$ cat config.mk
export PLATFORM = sky130hd
export DESIGN_NAME = wb_port_arbiter
export DESIGN_NICKNAME = d
export VERILOG_FILES = /design/src/rtl/wb_port_arbiter.sv
export SDC_FILE = /design/constraint.sdc
export NUM_CORES = 1
export LEC_CHECK = 0
export CAP_MARGIN = 20
export CORE_MARGIN = 8
export CORE_UTILIZATION = 47
export DETAILED_ROUTE_END_ITERATION = 8
export MAX_ROUTING_LAYER = met4
export PLACE_DENSITY = 0.8
export RECOVER_POWER = 100
export SETUP_SLACK_MARGIN = 0.05
export SYNTH_ARGS = -nofsm -noshare
export SYNTH_HDL_FRONTEND = slang
export SYNTH_SLANG_ARGS = --single-unit
$ cat constraint.sdc
create_clock -name clk -period 3.2 [get_ports clk]
set_input_delay 0.48 -clock clk [delete_from_list [all_inputs] [get_ports clk]]
set_output_delay 0.48 -clock clk [all_outputs]
set_load 0.005 [all_outputs]
$ cat src/rtl/wb_port_arbiter.sv
// wb_port_arbiter
// Round-robin arbiter/sequencer for the shared 32-bit write-back path.
// Drives the 8-input selector's select and captures its output into a
// registered valid/ready slot. A one-cycle acknowledge goes to the requester
// whose word was taken. A grant is held for up to BURST consecutive words.

module wb_port_arbiter #(
    parameter int unsigned BURST = 4  // max consecutive transfers per grant, 1..8
) (
    input  logic        clk,
    input  logic        rst,
    input  logic [7:0]  req,
    input  logic [31:0] mux_r,
    input  logic        wb_ready,
    output logic [2:0]  sel,
    output logic [2:0]  owner,
    output logic [7:0]  ack,
    output logic        wb_valid,
    output logic [31:0] wb_data
);

    typedef enum logic [1:0] {
        IDLE = 2'd0,
        XFER = 2'd1,
        NEXT = 2'd2
    } state_t;

    state_t      state, state_n;
    logic [2:0]  ptr, ptr_n;
    logic [2:0]  cnt, cnt_n;
    logic [2:0]  sel_n;
    logic [7:0]  ack_n;
    logic        valid_n;
    logic [31:0] data_n;

    // {found, index} of the first set request at or after base, wrapping 7->0
    logic [3:0]  win_idle;
    logic [3:0]  win_next;
    logic        burst_more;

    function automatic logic [3:0] find_winner(input logic [7:0] r, input logic [2:0] base);
        logic [3:0] res;
        logic [2:0] idx;
        res = '0;
        for (int unsigned i = 0; i < 8; i++) begin
            idx = base + 3'(i);
            if (!res[3] && r[idx]) begin
                res = {1'b1, idx};
            end
        end
        return res;
    endfunction

    assign win_idle = find_winner(req, ptr);
    // Searching from sel+1 makes the releasing requester the last candidate,
    // so it only wins again when nobody else is asking.
    assign win_next = find_winner(req, sel + 3'd1);
    // Widened compare keeps BURST=1 free of an always-false constant test.
    assign burst_more = ({1'b0, cnt} + 4'd1) < 4'(BURST);

    assign owner = sel;

    // State, select, pointer, burst count and output slot registers
    always_ff @(posedge clk or posedge rst) begin
        if (rst) begin
            state    <= IDLE;
            sel      <= '0;
            ptr      <= '0;
            cnt      <= '0;
            ack      <= '0;
            wb_valid <= 1'b0;
            wb_data  <= '0;
        end else begin
            state    <= state_n;
            sel      <= sel_n;
            ptr      <= ptr_n;
            cnt      <= cnt_n;
            ack      <= ack_n;
            wb_valid <= valid_n;
            wb_data  <= data_n;
        end
    end

    // Next-state, grant selection, capture and slot flow control
    always_comb begin
        state_n = state;
        sel_n   = sel;
        ptr_n   = ptr;
        cnt_n   = cnt;
        ack_n   = '0;
        valid_n = wb_valid;
        data_n  = wb_data;

        // Consumer drains the slot; a capture below overrides this.
        if (wb_valid && wb_ready) begin
            valid_n = 1'b0;
        end

        case (state)
            IDLE: begin
                if (win_idle[3]) begin
                    sel_n   = win_idle[2:0];
                    cnt_n   = '0;
                    state_n = XFER;
                end
            end
            XFER: begin
                if (!wb_valid || wb_ready) begin
                    data_n  = mux_r;
                    valid_n = 1'b1;
                    ack_n   = 8'd1 << sel;
                    state_n = NEXT;
                end
            end
            NEXT: begin
                if (req[sel] && burst_more) begin
                    cnt_n   = cnt + 3'd1;
                    state_n = XFER;
                end else begin
                    ptr_n = sel + 3'd1;
                    if (win_next[3]) begin
                        sel_n   = win_next[2:0];
                        cnt_n   = '0;
                        state_n = XFER;
                    end else begin
                        state_n = IDLE;
                    end
                end
            end
            default: begin
                state_n = IDLE;
            end
        endcase
    end

endmodule

==> impl_results.html <==
<table>
<tr><th>Metric</th><th>Value</th></tr>
<tr><th colspan="2">Detailed routing</th></tr>
<tr><td>Routed via count</td><td>approximately 3,400</td></tr>
<tr><td>Mean number of vias per cell</td><td>just over 6</td></tr>
<tr><td>Count of TritonRoute iterations in the first routing pass</td><td>5</td></tr>
<tr><td>Detailed-route DRC error count</td><td>0</td></tr>
<tr><td>Average routed wire per standard cell</td><td>a little under 20 um</td></tr>
<tr><td>Detailed router's first-iteration violation count</td><td>274</td></tr>
<tr><td>Detail Route Antenna Nets</td><td>0</td></tr>
<tr><td>Detailed Route WL</td><td>roughly 11,000 um</td></tr>
<tr><th colspan="2">Die</th></tr>
<tr><td>Core box area</td><td>just over 8000 sq um</td></tr>
<tr><td>Die area</td><td>about 12,000 sq um</td></tr>
<tr><td>Number of primary I/O pins</td><td>90</td></tr>
<tr><td>Die outline height</td><td>108 um</td></tr>
<tr><td>FP Rows</td><td>33</td></tr>
<tr><td>Width of the chip</td><td>roughly 110 um</td></tr>
<tr><td>Initial core utilization</td><td>48.5%</td></tr>
<tr><th colspan="2">Timing</th></tr>
<tr><td>Slew @ Worst Pin</td><td>approximately 1100 ps</td></tr>
<tr><td>Tightest hold margin</td><td>around 510 ps</td></tr>
<tr><td>Final worst-path cycle share</td><td>about 95%</td></tr>
<tr><td>Max_slew headroom</td><td>between 20% and 30%</td></tr>
<tr><td>Final Max Slew Viols</td><td>0</td></tr>
<tr><td>Post-Route Skew</td><td>~8.5 ps</td></tr>
<tr><td>Setup violators final</td><td>0</td></tr>
<tr><td>F_max</td><td>approximately 0.33 GHz</td></tr>
<tr><td>Setup repair after global routing missed its margin</td><td>false</td></tr>
<tr><td>Final Critical Period</td><td>about 3000 ps</td></tr>
<tr><td>Number of hold-slack violations in the final timing report</td><td>0</td></tr>
<tr><th colspan="2">Layout</th></tr>
<tr><td>Final cell count without fillers</td><td>~570</td></tr>
<tr><td>Final cell utilization of the core</td><td>between 60% and 70%</td></tr>
<tr><td>Ratio of cells with drive above 1 in the final layout</td><td>between 20% and 30%</td></tr>
<tr><td>Fill cell instance count of the final layout</td><td>~680</td></tr>
<tr><td>Multi-input logic area</td><td>roughly 2500 sq um</td></tr>
<tr><td>Net total in the final layout</td><td>around 520</td></tr>
<tr><td>Antenna diodes</td><td>0</td></tr>
<tr><td>Layout overhead on the synthesized area</td><td>30.3%</td></tr>
<tr><td>Summed area of non-filler cells in the final layout</td><td>about 5200 sq um</td></tr>
<tr><td>Area occupied by registers</td><td>around 1300 sq um</td></tr>
<tr><th colspan="2">Worst setup path</th></tr>
<tr><td>Family of cells with the greatest summed delay on the critical path</td><td>compound AO/OA/AOI/OAI gates</td></tr>
<tr><td>Number of buffer and inverter stages on the critical path</td><td>1</td></tr>
<tr><td>Worst-path cell with the longest stage delay</td><td>sky130_fd_sc_hd__dlygate4sd3_1</td></tr>
<tr><td>Largest stage delay on the critical path</td><td>720 ps</td></tr>
<tr><td>Cell count of the worst reg-to-reg path</td><td>9</td></tr>
<tr><td>Arrival time reported for the critical path endpoint</td><td>3230 ps</td></tr>
<tr><td>Reg-to-reg endpoint</td><td>cnt[1]</td></tr>
<tr><td>Startpoint of the most critical register-to-register path</td><td>ptr[0]</td></tr>
<tr><td>Category of the worst setup path launch point</td><td>primary input</td></tr>
<tr><td>Worst path required time</td><td>3400 ps</td></tr>
<tr><td>Setup Crit Path Kind</td><td>primary input to flip-flop</td></tr>
<tr><td>Critical path peak fanout</td><td>15</td></tr>
<tr><td>Cells traversed along the worst timing path</td><td>dlygate4sd3_1 -&gt; mux4_2 -&gt; a21oi_2 -&gt; a21oi_1 -&gt; a2111oi_0 -&gt; o31ai_1 -&gt; a211o_1 -&gt; a31o_1</td></tr>
<tr><td>Worst-case register-to-register setup slack</td><td>290 ps</td></tr>
<tr><td>Type of destination of the critical path</td><td>flip-flop</td></tr>
<tr><th colspan="2">Clocking</th></tr>
<tr><td>Buffer depth of the longest clock path</td><td>2</td></tr>
<tr><td>Clock sinks</td><td>52</td></tr>
<tr><td>Clock transition at path regs</td><td>~100 ps</td></tr>
<tr><td>TritonCTS buffer count</td><td>5</td></tr>
<tr><td>Total number of H-tree levels</td><td>2</td></tr>
<tr><td>Clock tree from TritonCTS</td><td>done</td></tr>
<tr><td>Clk_lat worst skew</td><td>300 ps</td></tr>
<tr><td>CTS Root Cell</td><td>sky130_fd_sc_hd__clkbuf_8</td></tr>
<tr><th colspan="2">GRT</th></tr>
<tr><td>Maximum number of pins on one net before global-route repair</td><td>32</td></tr>
<tr><td>Global-route wire length before repair</td><td>~18,000 um</td></tr>
<tr><td>Remaining global-route overflow</td><td>0</td></tr>
<tr><td>Global-route usage over all layers</td><td>between 10% and 20%</td></tr>
<tr><td>Vias in the first global route</td><td>between 3,000 and 4,000</td></tr>
<tr><td>Number of antenna violations at the first check in global routing</td><td>0</td></tr>
<tr><th colspan="2">Placed design</th></tr>
<tr><td>Global placer's final weighted congestion</td><td>a little under 1</td></tr>
<tr><td>Inst Count DP</td><td>561</td></tr>
<tr><td>HPWL Detailed</td><td>between 8000 and 9000 um</td></tr>
<tr><td>Port-buffer cells</td><td>89</td></tr>
<tr><td>Total cell area at the placement stage</td><td>slightly above 5000 sq um</td></tr>
<tr><th colspan="2">Min path</th></tr>
<tr><td>Path type of the worst min-delay path</td><td>flip-flop to flip-flop</td></tr>
<tr><td>Depth of the worst hold-timing path</td><td>1</td></tr>
<tr><td>Min-Delay Endpoint</td><td>wb_data[11]</td></tr>
<tr><td>Min-delay src</td><td>wb_data[11]</td></tr>
<tr><th colspan="2">Logic synthesis</th></tr>
<tr><td>Net count after synthesis</td><td>about 420</td></tr>
<tr><td>Post-synthesis sequential area ratio</td><td>~32%</td></tr>
<tr><td>Post-synthesis instance total</td><td>approximately 370</td></tr>
<tr><td>Share of synthesized flip-flops with an asynchronous set or reset</td><td>100%</td></tr>
<tr><td>Synth Cell Area</td><td>approximately 4000 sq um</td></tr>
<tr><td>Synth warn</td><td>0</td></tr>
<tr><td>Number of register bits inferred by synthesis</td><td>between 50 and 60</td></tr>
<tr><td>Number of distinct library cells after synthesis</td><td>66</td></tr>
<tr><td>Count of flip-flops with a built-in enable after synthesis</td><td>0</td></tr>
<tr><td>Most used DFF post-synth</td><td>sky130_fd_sc_hd__dfrtp_1</td></tr>
<tr><td>Avg Cell Area, Syn</td><td>11.0 sq um</td></tr>
<tr><th colspan="2">Job</th></tr>
<tr><td>Maximum Capacitance Violations</td><td>0</td></tr>
<tr><th colspan="2">Pwr</th></tr>
<tr><td>Total power per unit cell area</td><td>roughly 1200 nW/um^2</td></tr>
<tr><td>Leak</td><td>~2.2 nW</td></tr>
<tr><td>Largest vdd supply drop</td><td>0.000680 V</td></tr>
<tr><td>Total power</td><td>6.38 mW</td></tr>
<tr><th colspan="2">Run status</th></tr>
<tr><td>Run status</td><td>finished clean</td></tr>
</table>
[final cells by class]
type,count,share of cell area (%)
flip-flops and latches,52,24.9
multi-input cells,270,48.1
repair buffers,121,21.3
clock buffers,5,1.32
clock inverters,3,0.886
inverters,13,0.982
well taps,105,2.52
[stage by stage]
step                      setup TNS [ps]  setup slack [ps]
after floorplan                        0              56.8
after global placement                 0              64.8
after detailed placement            -136             -79.6
after CTS                              0              54.0
after global routing                   0              77.7
final                                  0               176
[Yosys cell counts, drive strengths merged (7+ instances only)]
library cell,instances,area share [%]
a31oi,7,1.1
buf,15,2.8
and3,7,1.1
nand2b,10,1.6
inv,13,1.2
mux2i,27,6.7
dfrtp,52,32
a21oi,15,2.0
mux4,23,13
nand2,13,1.2
o21ai,15,2.0
clkbuf,16,1.6
mux2,45,13
nor2,20,1.9
ha,10,3.1
[power by group]
group / internal [mW] / total [mW] / switching [mW]
logic: 2.35 / 4.79 / 2.44
clock network: 0.236 / 0.456 / 0.220
registers: 0.953 / 1.14 / 0.183
[sequential cells by signal, indices dropped and copies added (netlist names)]
register and cells:
wb_data 32, cnt 3, ack 8, owner 3, ptr 3, wb_valid 1, state 2
[worst max-delay path by stage]
stage | start | to | slack (ps) | depth (start not counted)
6_report | req[7] | owner[2] | 180 | 8
3_5_place_dp | req[7] | owner[2] | -80 | 8
3_3_place_gp | req[7] | owner[2] | 60 | 8
2_1_floorplan | owner[0] | owner[1] | 60 | 13
5_1_grt | req[7] | owner[2] | 80 | 8
4_1_cts | owner[1] | owner[0] | 50 | 9
[layer usage]
| metal | GRT usage, % | wire length (um) | vias up | share of wire [%] |
|---|---|---|---|---|
| li1 | - | - | 1596 | - |
| met3 | 2.56 | 848 | 12 | 7.7 |
| met1 | 25.0 | 4950 | 1676 | 45 |
| met4 | 4.69 | 155 | 0 | 1.4 |
| met2 | 30.4 | 5020 | 157 | 46 |
| met5 | - | 0 | - | 0 |
[what timing repair did]
item | in CTS | in global routing
hold buffers | 0 | 0
endpoints found under the setup margin | 0 | 5
setup buffers | 0 | 0
gates resized for setup | 0 | 7
[worst reg2reg max path, stage by stage, from the launching register on]
cell,delay [ps]
sky130_fd_sc_hd__dfrtp_1,400
sky130_fd_sc_hd__buf_4,220
sky130_fd_sc_hd__ha_1,300
sky130_fd_sc_hd__inv_1,170
sky130_fd_sc_hd__mux4_2,560
sky130_fd_sc_hd__a32o_1,260
sky130_fd_sc_hd__o2111a_1,180
sky130_fd_sc_hd__and4_1,200
sky130_fd_sc_hd__a211o_1,290
sky130_fd_sc_hd__a32o_1,230
[layout by cell type (no fill, tap or decap), drive strengths merged, types with 2 or more instances in the layout]
master and count:
inv 14, o21bai 2, clkdlybuf4s50 42, nor3 6, clkbuf 10, a311oi 4, dfrtp 52, mux2i 27
a22oi 4, nor2b 6, ha 10, mux4 23, mux2 45, nor2 20, a2111oi 2, nor4b 3
a21oi 15, a211oi 5, and3 7, a31oi 7, o31ai 3, xor2 4, nand2b 10, o211ai 3
and2 6, nand3 2, dlygate4sd3 47, a32o 2, o21ai 15, o311ai 2, buf 27, nand2 13
a211o 3
[logic make-up after synthesis]
kind of cell | Yosys count | synth area share (%)
multiplexers | 95 | 32.9
AO/OA/AOI/OAI | 83 | 14.8
adder cells (fa/ha/maj) | 10 | 3.12
XOR/XNOR | 4 | 0.874
AND/OR/NAND/NOR | 78 | 10.3
buffers and inverters | 44 | 5.59
flip-flops | 52 | 32.5
Note: power is estimated with default switching activity, not from simulation.
